`config.mk`:
```
export PLATFORM = sky130hd
export DESIGN_NAME = instr_mem_loader_ctrl
export DESIGN_NICKNAME = d
export VERILOG_FILES = /design/src/rtl/instr_loader_pkg.sv /design/src/rtl/loader_checksum.sv /design/src/rtl/instr_mem_loader_ctrl.sv
export SDC_FILE = /design/constraint.sdc
export NUM_CORES = 1
export LEC_CHECK = 0
export BUFFER_PORTS_ARGS = -buffer_cell sky130_fd_sc_hd__buf_2
export CORE_MARGIN = 2
export CORE_UTILIZATION = 37
export DETAILED_ROUTE_END_ITERATION = 8
export PLACE_DENSITY = 0.81
export SYNTH_ARGS = -nofsm -noshare
export SYNTH_HDL_FRONTEND = slang
export SYNTH_HIERARCHICAL = 1
export SYNTH_SLANG_ARGS = --single-unit
```
`constraint.sdc`:
```
create_clock -name clk_i -period 2.8 [get_ports clk_i]
set_input_delay 0.84 -clock clk_i [delete_from_list [all_inputs] [get_ports clk_i]]
set_output_delay 0.84 -clock clk_i [all_outputs]
set_load 0.05 [all_outputs]
```
`src/rtl/instr_loader_pkg.sv`:
```
//------------------------------------------------------------------------------
// Module   : instr_loader_pkg
// Brief    : Shared types and constants for the instruction memory loader.
// Revision : 1.0 - initial release
//------------------------------------------------------------------------------
`default_nettype none

package instr_loader_pkg;

  localparam int unsigned C_MEM_WORDS_DFLT = 1024;
  localparam logic [31:0] C_NOP            = 32'h0000_0013;

  typedef enum logic [1:0] {
    ST_IDLE  = 2'd0,
    ST_LOAD  = 2'd1,
    ST_CHECK = 2'd2,
    ST_RUN   = 2'd3
  } loader_state_t;

endpackage

`default_nettype wire

```
`src/rtl/loader_checksum.sv`:
```
//------------------------------------------------------------------------------
// Module   : loader_checksum
// Brief    : 32-bit wrapping accumulator with clear, add and compare.
// Revision : 1.0 - initial release
//------------------------------------------------------------------------------
`default_nettype none

module loader_checksum (
  input  logic        clk,
  input  logic        rst,
  input  logic        i_clr,
  input  logic        i_add,
  input  logic [31:0] i_data,
  input  logic [31:0] i_cmp,
  output logic        o_match
);

  logic [31:0] r_sum;

  always_ff @(posedge clk) begin
    if (rst || i_clr) begin
      r_sum <= '0;
    end else if (i_add) begin
      r_sum <= r_sum + i_data;
    end
  end

  assign o_match = (r_sum == i_cmp);

endmodule

`default_nettype wire

```
`src/rtl/instr_mem_loader_ctrl.sv`:
```
//------------------------------------------------------------------------------
// Module   : instr_mem_loader_ctrl
// Brief    : Boot loader owning the instruction memory port; holds the core in
//            reset while streaming an image in. Optional trailer checksum
//            verification is enabled with LOADER_CHECKSUM_EN.
// Revision : 1.0 - initial release
//------------------------------------------------------------------------------
`default_nettype none

module instr_mem_loader_ctrl
  import instr_loader_pkg::*;
#(
  parameter int MEM_WORDS = C_MEM_WORDS_DFLT,
  parameter int LEN_W     = $clog2(MEM_WORDS) + 1
) (
  input  logic             clk_i,
  input  logic             rst_i,
  input  logic             start_i,
  input  logic [LEN_W-1:0] load_len_i,
  input  logic             load_valid_i,
  input  logic [31:0]      load_data_i,
  output logic             load_ready_o,
  output logic             mem_we_o,
  output logic [31:0]      mem_addr_o,
  output logic [31:0]      mem_wdata_o,
  input  logic [31:0]      mem_rdata_i,
  input  logic [31:0]      fetch_addr_i,
  output logic [31:0]      fetch_data_o,
  output logic             core_rst_o,
  output logic             done_o,
  output logic             err_o
);

  loader_state_t    r_state, w_next;
  logic [LEN_W-1:0] r_len, r_idx;
  logic             r_err, r_done;
  logic             w_start_evt, w_len_bad, w_len_zero, w_start_load;
  logic             w_ready, w_accept, w_last, w_enter_run, w_set_err;

  assign w_start_evt  = start_i && ((r_state == ST_IDLE) || (r_state == ST_RUN));
  assign w_len_bad    = load_len_i > LEN_W'(MEM_WORDS);
  assign w_len_zero   = (load_len_i == '0);
  assign w_start_load = w_start_evt && !w_len_bad && !w_len_zero;
  assign w_accept     = load_valid_i && w_ready;
  assign w_last       = (r_idx == (r_len - LEN_W'(1)));
  // A zero-length restart from RUN re-enters RUN and pulses done again.
  assign w_enter_run  = (w_next == ST_RUN) && ((r_state != ST_RUN) || w_start_evt);

`ifdef LOADER_CHECKSUM_EN
  logic w_cks_match;

  loader_checksum u_checksum (
    .clk     (clk_i),
    .rst     (rst_i),
    .i_clr   (w_start_evt),
    .i_add   (w_accept && (r_state == ST_LOAD)),
    .i_data  (load_data_i),
    .i_cmp   (load_data_i),
    .o_match (w_cks_match)
  );

  assign w_set_err = (w_start_evt && w_len_bad) ||
                     ((r_state == ST_CHECK) && load_valid_i && !w_cks_match);
`else
  assign w_set_err = w_start_evt && w_len_bad;
`endif

  always_ff @(posedge clk_i) begin
    if (rst_i) begin
      r_state <= ST_IDLE;
    end else begin
      r_state <= w_next;
    end
  end

  always_comb begin
    w_next = r_state;
    case (r_state)
      ST_IDLE, ST_RUN: begin
        if (start_i) begin
          if (w_len_bad)       w_next = ST_IDLE;
          else if (w_len_zero) w_next = ST_RUN;
          else                 w_next = ST_LOAD;
        end
      end
      ST_LOAD: begin
        if (w_accept && w_last) begin
`ifdef LOADER_CHECKSUM_EN
          w_next = ST_CHECK;
`else
          w_next = ST_RUN;
`endif
        end
      end
`ifdef LOADER_CHECKSUM_EN
      ST_CHECK: begin
        if (load_valid_i) w_next = w_cks_match ? ST_RUN : ST_IDLE;
      end
`endif
      default: w_next = ST_IDLE;
    endcase
  end

  always_comb begin
    w_ready      = (r_state == ST_LOAD) || (r_state == ST_CHECK);
    load_ready_o = w_ready;
    mem_we_o     = (r_state == ST_LOAD) && w_accept;
    mem_wdata_o  = load_data_i;
    mem_addr_o   = 32'({r_idx, 2'b00});
    fetch_data_o = C_NOP;
    core_rst_o   = 1'b1;
    if (r_state == ST_RUN) begin
      mem_addr_o   = fetch_addr_i;
      fetch_data_o = mem_rdata_i;
      core_rst_o   = 1'b0;
    end
    done_o = r_done;
    err_o  = r_err;
  end

  always_ff @(posedge clk_i) begin
    if (rst_i) begin
      r_len  <= '0;
      r_idx  <= '0;
      r_err  <= 1'b0;
      r_done <= 1'b0;
    end else begin
      r_done <= w_enter_run;
      if (w_set_err) begin
        r_err <= 1'b1;
      end else if (w_start_evt) begin
        r_err <= 1'b0;
      end
      if (w_start_load) begin
        r_len <= load_len_i;
        r_idx <= '0;
      end else if (mem_we_o) begin
        r_idx <= r_idx + LEN_W'(1);
      end
    end
  end

endmodule

`default_nettype wire

```
# Word-level counts from Yosys, hierarchy flattened
# Cells that the tools add are included.
totals:
  ff_bits: 26
  inputBits: 111
  output_inout_bits: 101
  wordCells: 42
classes:
  add_sub_neg: 2
  order_cmp: 1
  eq_ne: 6
  muxes: 10
  reduce_logical: 18
op_table:
  columns: ["op", "n"]
  rows:
  - ["32-bit 2-to-1 mux", 2]
  - ["11-bit by 1-bit adder with 11-bit output (second input constant)", 1]
  - ["11-bit == test", 1]
  - ["11-bit > comparator (second input constant)", 1]
  - ["11-bit logical NOT", 1]
  - ["11-bit by 1-bit subtractor with 11-bit output (second input constant)", 1]
  - ["1-bit logical AND", 8]
  - ["2-bit 2-to-1 mux", 4]
  - ["2-bit == test (second input constant)", 3]
  - ["2-bit one-hot mux with 2 select lines", 1]
  - ["2-bit OR reduction", 2]
  - ["1-bit logical OR", 3]
  - ["1-bit 2-to-1 mux", 3]
  - ["2-bit by 1-bit == test with 1-bit output (second input constant)", 1]
  - ["1-bit logical NOT", 2]
  - ["2-bit logical NOT", 1]
  - ["2-bit inequality test (second input constant)", 1]
  - ["2-bit nonzero test", 1]

# Logic depth before layout (Yosys ltp)
# Gate-level depths: netlist (run 1).
depth:
  ltp_word: 8
  mapped_depth: 7
  mapped_depth_nobuf: 7

# Worst setup path after synthesis (run 1)
# OpenSTA, ideal clock, no wires.
synth_path:
  kind: "register to output"
  from: "reg r_state[0]"
  to: "out mem_addr_o[6]"
  arrival_ns: 1.826
  required_time_ns: 1.960
  slack_ns: 0.134
  stages_incl_launch_ff: 4
  n_path_buf: 1
  cell_sequence: "dfxtp_1 ha_1 clkbuf_1 o21ai_0"
synth_between:
  elab_chain_len: 2
synth_lines:
  columns: ["item", "line_no", "source"]
  rows:
  - ["start, declared", "instr_mem_loader_ctrl.sv:34", "loader_state_t r_state, w_next;"]
  - ["start signal, assigned", "instr_mem_loader_ctrl.sv:72", "r_state <= w_next;"]
  - ["2-bit == test", "instr_mem_loader_ctrl.sv:112", "if (r_state == ST_RUN) begin"]
  - ["32-bit 2-to-1 mux", "instr_mem_loader_ctrl.sv:112", null]
  - ["end, declared", "instr_mem_loader_ctrl.sv:24", "output logic [31:0] mem_addr_o,"]
# Every way passes these cells.

# Final worst setup path (run 1)
layout_path:
  from: "reg r_state[1]"
  to: "out mem_addr_o[5]"
# The elaborated chain is that of the path after synthesis.

==> impl_metrics.json, run 1 <==
{
  "drv_cap": 0,
  "die_area_um2": 6734,
  "yosysTopAreaCellShare_pct": 23.09,
  "tightest_slew_ps": 453.6,
  "hold_viol_final": 0,
  "async_flop_share_pct": 0,
  "crit_buf_inv": 2,
  "clk_pin_slew_worst_paths_ps": 90,
  "wirelength_mm": 7.420,
  "crit_path_end_kind": "output port",
  "die_w_um": 82.06,
  "drtPass1Iterations": 4,
  "synth_edf_count": 0,
  "crit_fanout": 66,
  "gp_congestion": 0.8261,
  "drv_slew": 0,
  "placed_area_um2": 2820,
  "via_per_inst": 5.098,
  "wire_per_inst_um": 15.85,
  "relSlewSlack_pct": 69.34,
  "setup_viol": 0,
  "synth_xor_area_share_pct": 9.212,
  "ctsHtreeMaxLevel": 1,
  "crit_chain": "ha_2, buf_12, mux2_2, buf_2",
  "synth_cell_types": 40,
  "synthTopCellsByArea": "dfxtp_1 23%, and2_1 14%, buf_4 11%",
  "antenna_found_initial": 0,
  "multi_input_area_um2": 1394,
  "dp_worst_setup_slack_ps": 237.1,
  "clk_latency_ps": 270,
  "status": "finished, final reports clean",
  "gr-usage-all-layers_pct": 20.76,
  "syn_nets": 401,
  "skew_ps": 1.391,
  "start_util_pct": 38.08,
  "synth-seq-area-share_pct": 23.09,
  "core_area_um2": 5921,
  "leakagePower_nw": 1.509,
  "netlist_area_um2": 2255,
  "place_hpwl_mm": 6.193,
  "ys_ff_latch": 26,
  "hold_class": "flip-flop to flip-flop",
  "syn_to_final_growth_pct": 27.53,
  "reg2reg_to": "done_o$_SDFF_PP0_",
  "crit_start": "r_state[1]$_SDFF_PP0_",
  "drive_gt1_share_pct": 42.75,
  "rsz0062_at_grt": "no",
  "fmax_mhz": 383.5,
  "max_stage_delay_ps": 410,
  "avgSynthCellArea_um2": 7.939,
  "crit_required_ps": 1960,
  "nNetsFinal": 511,
  "grt_pass1_wl_mm": 10.62,
  "worstSetupPathType": "flip-flop to output port",
  "r2r-start": "r_len[0]$_SDFFE_PP0P_",
  "n_fill_cell": 630,
  "ant_nets": 0,
  "cp_slowest_cell": "dfxtp_1",
  "rrSetupSlack_ps": 580,
  "design_area_um2": 2875,
  "cp_data_arrival_time_ps": 1770,
  "drt-initial-drc-count": 92,
  "cts-resized-gates": 0,
  "numPortBuffers": 147,
  "numCtsBuffers": 3,
  "clkSinkCount": 26,
  "fin_cells": 468,
  "rows": 28,
  "placed_cells": 464,
  "synthMuxAreaShare_pct": 10.77,
  "io_pins": 212,
  "ctsHoldBuffers": 0,
  "synth_compound_area_share_pct": 6.826,
  "setup-tns-final_ps": 0,
  "clockRootBuffer": "clkbuf_8",
  "hold_start": "err_o$_SDFFE_PP0P_",
  "synth_simple_gate_area_share_pct": 31.58,
  "critPathTopFamily": "buffers and inverters",
  "irDropWorstVdd_uv": 209.1,
  "diodes": 0,
  "vias": 2386,
  "fin_ws_ps": 192.2,
  "cts_tree": "built",
  "synth_warnings": 6,
  "period_needed_ps": 2608,
  "postCtsSetupBuffers": 0,
  "drc": 0,
  "seq_area_um2": 520.5,
  "synth_area_leader_cell": "dfxtp_1",
  "grt_max_degree": 67,
  "fin_util_pct": 48.56,
  "cp-start-kind": "flip-flop",
  "rr_worst_depth": 7,
  "synth_top_family_by_area": "simple AND/OR/NAND/NOR gates",
  "min_path_cells": 2,
  "clock_path_buffers": 2,
  "grt-ovfl-total": 0,
  "holdPathEnd": "err_o$_SDFFE_PP0P_",
  "die_h_um": 82.06,
  "period_share_pct": 93.14,
  "grt_pass1_vias": 2159,
  "synth_adder_area_share_pct": 3.330,
  "p_per_area_nw_per_um2": 294.8,
  "synth_cells": 284,
  "synth-main-ff-cell": "dfxtp_1"
}
==> worst max path at each step <==
stage	cells past startpoint	endpoint	slack, ps
floorplan	3	mem_addr_o[6]	130
global placement	8	r_len[7]$_SDFFE_PP0P_	280
detailed placement	8	r_len[6]$_SDFFE_PP0P_	240
CTS	4	mem_addr_o[5]	190
global route	4	mem_addr_o[8]	90
finish	4	mem_addr_o[5]	190
==> cells in the final DEF, fill, tap and decap left out, types with 2 or more instances in the layout <==
| master | count |
|---|---|
| nor4b_1 | 2 |
| and2_1 | 52 |
| buf_4 | 3 |
| dfxtp_1 | 26 |
| mux2i_1 | 13 |
| a31oi_1 | 5 |
| nand4_1 | 5 |
| xor2_1 | 11 |
| a21oi_1 | 5 |
| nor4_1 | 5 |
| nand2_1 | 10 |
| buf_2 | 147 |
| xnor2_1 | 10 |
| and3_1 | 6 |
| and4_1 | 2 |
| o21ai_0 | 6 |
| nand3_1 | 5 |
| nor3_1 | 2 |
| clkbuf_8 | 4 |
| ha_1 | 5 |
| nor2_1 | 31 |
| nand2b_1 | 3 |
| mux2_2 | 10 |
| inv_1 | 9 |
==> per-stage QoR <==
step                      power [mW]  hold slack (ps)
after floorplan               0.6470            470.5
after global placement        0.5996            489.3
after detailed placement      0.6065            490.0
after CTS                     0.8513            511.3
after global routing          0.8838            545.1
final                         0.8476            504.9
==> cell families after synthesis <==
kind of cell,Yosys count
and+or+nand+nor,128
buffers and inverters,55
DFF,26
AOI/OAI and AO/OA,24
muxes,23
xor gates and xnor gates,22
adders and majority gates,6
==> power breakdown <==
group          internal (mW)  switching [mW]
Combinational         0.0967           0.104
Sequential             0.381          0.0174
Clock                  0.126           0.122
Total                  0.604           0.244
==> tightest hold or removal path, cell delays in order, from the launching register on <==
cell and delay [ps]:
dfxtp_1 330, mux2i_1 70, nor2_1 80
==> metal layers <==
layer,vias to the layer above,GRT usage [%],wire length [um]
met5,-,0,0
met4,0,4.000,72
met3,11,6.593,920
met2,146,31.95,3292
met1,1091,28.53,3135
li1,1138,-,-
==> registers in the layout, indices dropped and copies added (netlist names) <==
signal and flops:
done_o 1, err_o 1, r_idx 11, r_len 11
r_state 2
==> Yosys cell counts, types with 2 or more instances <==
cell type	n
a31oi_1	5
nor4b_1	2
dfxtp_1	26
o21ai_0	6
nor3_1	2
and4_1	2
xor2_1	11
buf_1	2
nor4_1	5
nand2b_1	3
buf_4	32
inv_1	9
mux2_2	10
buf_6	2
nand2_1	10
nand3_1	5
nand4_1	5
clkbuf_1	9
a21oi_1	5
mux2i_1	13
and3_1	6
ha_1	6
and2_1	52
xnor2_1	10
nor2_1	31
==> cell type report <==
| type | count | share of cell area [%] |
|---|---|---|
| sequential | 26 | 18.10 |
| inverter | 9 | 1.175 |
| multi-input combinational | 203 | 48.48 |
| timing repair buffer | 151 | 27.07 |
| tap | 75 | 3.264 |
| clock buffer | 4 | 1.915 |
Note: power is estimated with default switching activity, not from simulation.
==> run 2, diff against run 1 <==
==> constraint.sdc (replaced) <==
create_clock -name clk_i -period 2.8 [get_ports clk_i]
set_input_delay 0.84 -clock clk_i [delete_from_list [all_inputs] [get_ports clk_i]]
set_output_delay 0.84 -clock clk_i [all_outputs]
set_load 0.005 [all_outputs]
==> run 2 against run 1 <==
Critical path depth unchanged. Utilization grew 0.32 points. Clock power up 29%. Worst hold slack improved by 59 ps. Clock skew increased by 4.0 ps. Count of clock-buffer cells in the layout fell by 1. Wire length down 0.39%. Cell area up 0.65%. Die area unchanged. Setup slack lost 71 ps. Global-route usage is 0.29 points lower. Critical endpoint is now mem_addr_o[23].
==> impl_metrics.json, run 2 (same netlist as run 1, synthesis figures left out) <==
{
  "clkSinkCount": 26,
  "via_per_inst": 4.968,
  "fmax_mhz": 373.3,
  "switching_share_pct": 25.89,
  "rrSetupSlack_ps": 540,
  "tightest_slew_ps": 588.1,
  "crit_fanout": 29,
  "start_util_pct": 38.08,
  "die_w_um": 82.06,
  "cp-start-kind": "flip-flop",
  "core_area_um2": 5921,
  "rsz0062_at_grt": "no",
  "period_share_pct": 95.68,
  "relSlewSlack_pct": 60.43,
  "ant_nets": 0,
  "drtPass1Iterations": 4,
  "clockPowerShare_pct": 35.5,
  "dp_worst_setup_slack_ps": 202.0,
  "cp_data_arrival_time_ps": 1840,
  "min_path_cells": 2,
  "ctsHoldBuffers": 0,
  "drt-initial-drc-count": 110,
  "gp_congestion": 0.8121,
  "clk_latency_ps": 280,
  "grt-ovfl-total": 0,
  "drive_gt1_share_pct": 42.75,
  "antenna_found_initial": 1,
  "r2r-start": "r_len[0]$_SDFFE_PP0P_",
  "clock_path_buffers": 2,
  "status": "finished, final reports clean",
  "ctsHtreeMaxLevel": 1,
  "crit_required_ps": 1960,
  "drv_cap": 0,
  "skew_ps": 5.406,
  "irDropWorstVdd_uv": 315.3,
  "setup_viol": 0,
  "grt_max_degree": 30,
  "power_frac_comb_pct": 20.3,
  "die_h_um": 82.06,
  "max_stage_delay_ps": 570,
  "fin_ws_ps": 121.0,
  "io_pins": 212,
  "grt_pass1_wl_mm": 10.40,
  "period_needed_ps": 2679,
  "final_common_cell": "buf_2",
  "holdWs_ps": 564.4,
  "reg2reg_to": "done_o$_SDFF_PP0_",
  "place_hpwl_mm": 6.224,
  "wire_per_inst_um": 15.76,
  "hold_start": "r_len[10]$_SDFFE_PP0P_",
  "vias": 2330,
  "hold_class": "flip-flop to flip-flop",
  "holdPathEnd": "r_len[10]$_SDFFE_PP0P_",
  "use_met3_pct": 6.044,
  "drv_slew": 0,
  "mostFrequentLayoutCells": "147 x buf_2, 52 x and2_1, 31 x nor2_1",
  "worstSetupPathType": "flip-flop to output port",
  "met1_usage_pct": 28.16,
  "drc": 0,
  "numCtsBuffers": 3,
  "syn_to_final_growth_pct": 28.36,
  "cp_slowest_cell": "ha_2",
  "leakagePower_nw": 1.516,
  "crit_chain": "ha_2, buf_4, and2_1, buf_2",
  "numPortBuffers": 147,
  "reg_top3": "r_idx: 11 flops, r_len: 11 flops, r_state: 2 flops",
  "clk_pin_slew_worst_paths_ps": 100,
  "cts_tree": "built",
  "setup-tns-final_ps": 0,
  "grt_pass1_vias": 2115,
  "nNetsFinal": 511,
  "p_per_area_nw_per_um2": 311.7,
  "p_switching_mw": 0.2336,
  "rows": 28,
  "postCtsSetupBuffers": 0,
  "grtUsageMet2_pct": 31.63,
  "pwr-share-seq_pct": 44.2,
  "clockRootBuffer": "clkbuf_8",
  "busiest_layer": "met2",
  "hold_viol_final": 0,
  "crit_path_end_kind": "output port",
  "cts-resized-gates": 0,
  "wirelength_mm": 7.391,
  "rr_worst_depth": 7,
  "gr-usage-all-layers_pct": 20.46,
  "die_area_um2": 6734,
  "p_int_mw": 0.6685
}
[run 2: cell types whose count changed in the layout (fill, tap and decap cells not counted), sizes merged]
cell and change:
diode +1, bufinv +1, clkbuf -1
[run 2: stage by stage]
stage / area, um^2 / total power [mW] / instances / util, %
4_1_cts: 2892 / 0.9095 / 468 / 48.84
5_1_grt: 2892 / 0.9373 / 468 / 48.84
6_report: 2894 / 0.9022 / 469 / 48.88
2_1_floorplan: 2255 / 0.5440 / 284 / -
3_3_place_gp: 2820 / 0.5816 / 464 / 47.63
3_5_place_dp: 2820 / 0.5887 / 464 / 47.63
[run 2: layer usage]
layer,up-vias,share of wire [%],wire (um)
met2,117,44,3266
met3,5,10,748
li1,1138,-,-
met1,1070,45,3326
met5,-,0,0
met4,0,0.68,50
[run 2: power by group through the flow]
stage	logic, mW	clock network, mW	registers (mW)
after floorplan	0.143	0	0.401
after global placement	0.176	0	0.406
after detailed placement	0.182	0	0.407
after CTS	0.183	0.328	0.398
after global routing	0.204	0.332	0.401
final	0.183	0.320	0.399
[run 2: worst max-delay path by stage]
stage	startpoint	to	cells past startpoint
finish	r_state[0]$_SDFF_PP0_	mem_addr_o[23]	4
CTS	r_state[0]$_SDFF_PP0_	mem_addr_o[23]	4
floorplan	load_len_i[6]	r_len[1]$_SDFFE_PP0P_	6
global route	r_state[0]$_SDFF_PP0_	mem_addr_o[23]	4
global placement	load_len_i[0]	r_len[7]$_SDFFE_PP0P_	7
detailed placement	load_len_i[0]	r_len[0]$_SDFFE_PP0P_	7
[run 2: final cells by class]
cell class              instances  area (um^2)
fillers                       597         3027
multi-input cells             203         1394
repair buffers                151        778.2
flip-flops and latches         26        520.5
well taps                      75        93.84
clock buffers                   3        41.29
inverters                       9        33.78
clock inverters                 1        30.03
diodes                          1        2.502
[run 2: worst max-delay path, delay by kind of cell, from the launching register on]
kind / cells / cell delay [ps]
fa+ha+maj: 1 / 570
buf+inv: 2 / 390
flops: 1 / 430
simple gates: 1 / 170
==> run 3, diff against run 2 <==
--- a/config.mk
+++ b/config.mk
@@ -10,6 +10,7 @@
 export CORE_UTILIZATION = 37
 export DETAILED_ROUTE_END_ITERATION = 8
 export PLACE_DENSITY = 0.81
+export SETUP_SLACK_MARGIN = 0.2
 export SYNTH_ARGS = -nofsm -noshare
 export SYNTH_HDL_FRONTEND = slang
 export SYNTH_HIERARCHICAL = 1
==> run 3 against run 2 <==
Highest routed layer unchanged. Setup slack gained 180 ps. First-iteration DRC count fell by 8.2%. Largest cell class unchanged. Critical path depth unchanged. Utilization rose by 0.21 points. Sequential cell count is the same. Critical path type unchanged.
==> impl_metrics.json, run 3 (same netlist as run 1, synthesis figures left out) <==
{
  "numPortBuffers": 147,
  "antenna_found_initial": 1,
  "syn_to_final_growth_pct": 28.91,
  "fmax_mhz": 399.6,
  "clk_pin_slew_worst_paths_ps": 100,
  "critPathTopFamily": "flip-flops",
  "grt_pass1_wl_mm": 10.41,
  "clk_latency_ps": 280,
  "drv_slew": 0,
  "r2r-start": "r_len[0]$_SDFFE_PP0P_",
  "core_area_um2": 5921,
  "die_area_um2": 6734,
  "p_per_area_nw_per_um2": 311.0,
  "die_h_um": 82.06,
  "crit_chain": "ha_4, buf_4, and2_1, buf_2",
  "crit_fanout": 29,
  "setup-tns-final_ps": 0,
  "numCtsBuffers": 3,
  "drc": 0,
  "drt-initial-drc-count": 101,
  "rsz0062_at_grt": "no",
  "status": "finished, final reports clean",
  "drive_gt1_share_pct": 42.75,
  "final_common_cell": "buf_2",
  "io_pins": 212,
  "clkSinkCount": 26,
  "period_share_pct": 89.38,
  "cp_data_arrival_time_ps": 1660,
  "tightest_slew_ps": 589.7,
  "cp_slowest_cell": "dfxtp_1",
  "period_needed_ps": 2503,
  "nNetsFinal": 511,
  "rrSetupSlack_ps": 540,
  "drtPass1Iterations": 4,
  "crit_start": "r_state[0]$_SDFF_PP0_",
  "hold_class": "flip-flop to flip-flop",
  "vias": 2344,
  "gr-usage-all-layers_pct": 20.49,
  "crit_buf_inv": 2,
  "grt_pass1_vias": 2117,
  "cp-start-kind": "flip-flop",
  "ctsHoldBuffers": 0,
  "via_per_inst": 4.987,
  "holdWs_ps": 557.7,
  "gp_congestion": 0.8121,
  "rr_worst_depth": 7,
  "die_w_um": 82.06,
  "clock_path_buffers": 2,
  "ant_nets": 0,
  "n_fill_cell": 595,
  "mostFrequentLayoutCells": "147 x buf_2, 52 x and2_1, 31 x nor2_1",
  "reg2reg_to": "done_o$_SDFF_PP0_",
  "ctsHtreeMaxLevel": 1,
  "drv_cap": 0,
  "crit_path_end_kind": "output port",
  "cp.depth": 4,
  "leakagePower_nw": 1.516,
  "relSlewSlack_pct": 60.33,
  "rows": 28,
  "start_util_pct": 38.08,
  "wire_per_inst_um": 15.77,
  "irDropWorstVdd_uv": 315.4,
  "cts_tree": "built",
  "skew_ps": 5.732,
  "clockRootBuffer": "clkbuf_8",
  "grt-ovfl-total": 0,
  "place_hpwl_mm": 6.224,
  "reg_top3": "r_idx: 11 flops, r_len: 11 flops, r_state: 2 flops",
  "grt_max_degree": 30,
  "hold_viol_final": 0,
  "max_stage_delay_ps": 470,
  "crit_path_end": "mem_addr_o[23]",
  "worstSetupPathType": "flip-flop to output port",
  "wirelength_mm": 7.412,
  "crit_required_ps": 1960,
  "setup_viol": 0
}
-- run 3: cell count changes in the layout (fill, tap and decap cells not counted), sizes merged --
cell   change
diode      +1
-- run 3: repair_timing --
item                       CTS  global route
setup endpoints to repair   28             0
resized for setup            1             0
buffers inserted             0             0
-- run 3: layout make-up --
class	instances	area, um^2	share of cell area [%]
Multi-Input combinational cell	203	1404	48.30
Timing Repair Buffer	151	778.2	26.78
Sequential cell	26	520.5	17.91
Tap cell	75	93.84	3.229
Clock buffer	3	41.29	1.421
Inverter	9	33.78	1.162
Clock inverter	1	30.03	1.033
Antenna cell	2	5.005	0.1722
-- run 3: worst min-delay path by stage --
stage          slack (ps)                    from  depth (start not counted)                endpoint
2_1_floorplan         470  r_len[10]$_SDFFE_PP0P_                          2  r_len[10]$_SDFFE_PP0P_
3_3_place_gp          500      err_o$_SDFFE_PP0P_                          2      err_o$_SDFFE_PP0P_
3_5_place_dp          540      err_o$_SDFFE_PP0P_                          2      err_o$_SDFFE_PP0P_
4_1_cts               570  r_len[10]$_SDFFE_PP0P_                          2  r_len[10]$_SDFFE_PP0P_
5_1_grt               570  r_len[10]$_SDFFE_PP0P_                          2  r_len[10]$_SDFFE_PP0P_
6_report              560  r_len[10]$_SDFFE_PP0P_                          2  r_len[10]$_SDFFE_PP0P_
-- run 3: metal layers --
layer  global-route usage (%)  part of all wire [%]  up-vias
met3                    6.044                    11        4
met2                    31.63                    44      117
met4                    4.167                  0.53        0
met1                    28.23                    45     1085
li1                         -                     -     1138
met5                        0                     0        -
-- run 3: where the power goes --
| group | leakage, nW | switching [mW] | internal [mW] |
|---|---|---|---|
| combinational | 1.27 | 0.0873 | 0.0960 |
| clock | 0.0357 | 0.129 | 0.192 |
| sequential | 0.211 | 0.0187 | 0.381 |
| total | 1.52 | 0.235 | 0.669 |
-- run 3: worst reg2reg max path, delay by kind of cell (launching register included) --
kind	cells	cell delay, ps
fa+ha+maj	1	300
compound gates	4	920
buf+inv	1	90
simple gates	1	460
flops	1	380
-- run 3: stage by stage --
step                utilization [%]  setup WS (ps)  instance area [um^2]  total power [mW]  std cells
floorplan                         -          564.4                  2255            0.5440        284
global placement              47.63          313.4                  2820            0.5816        464
detailed placement            47.63          202.0                  2820            0.5887        464
CTS                           49.01          304.9                  2902            0.9102        468
global route                  49.01          227.4                  2902            0.9380        468
finish                        49.09          297.4                  2907            0.9040        470
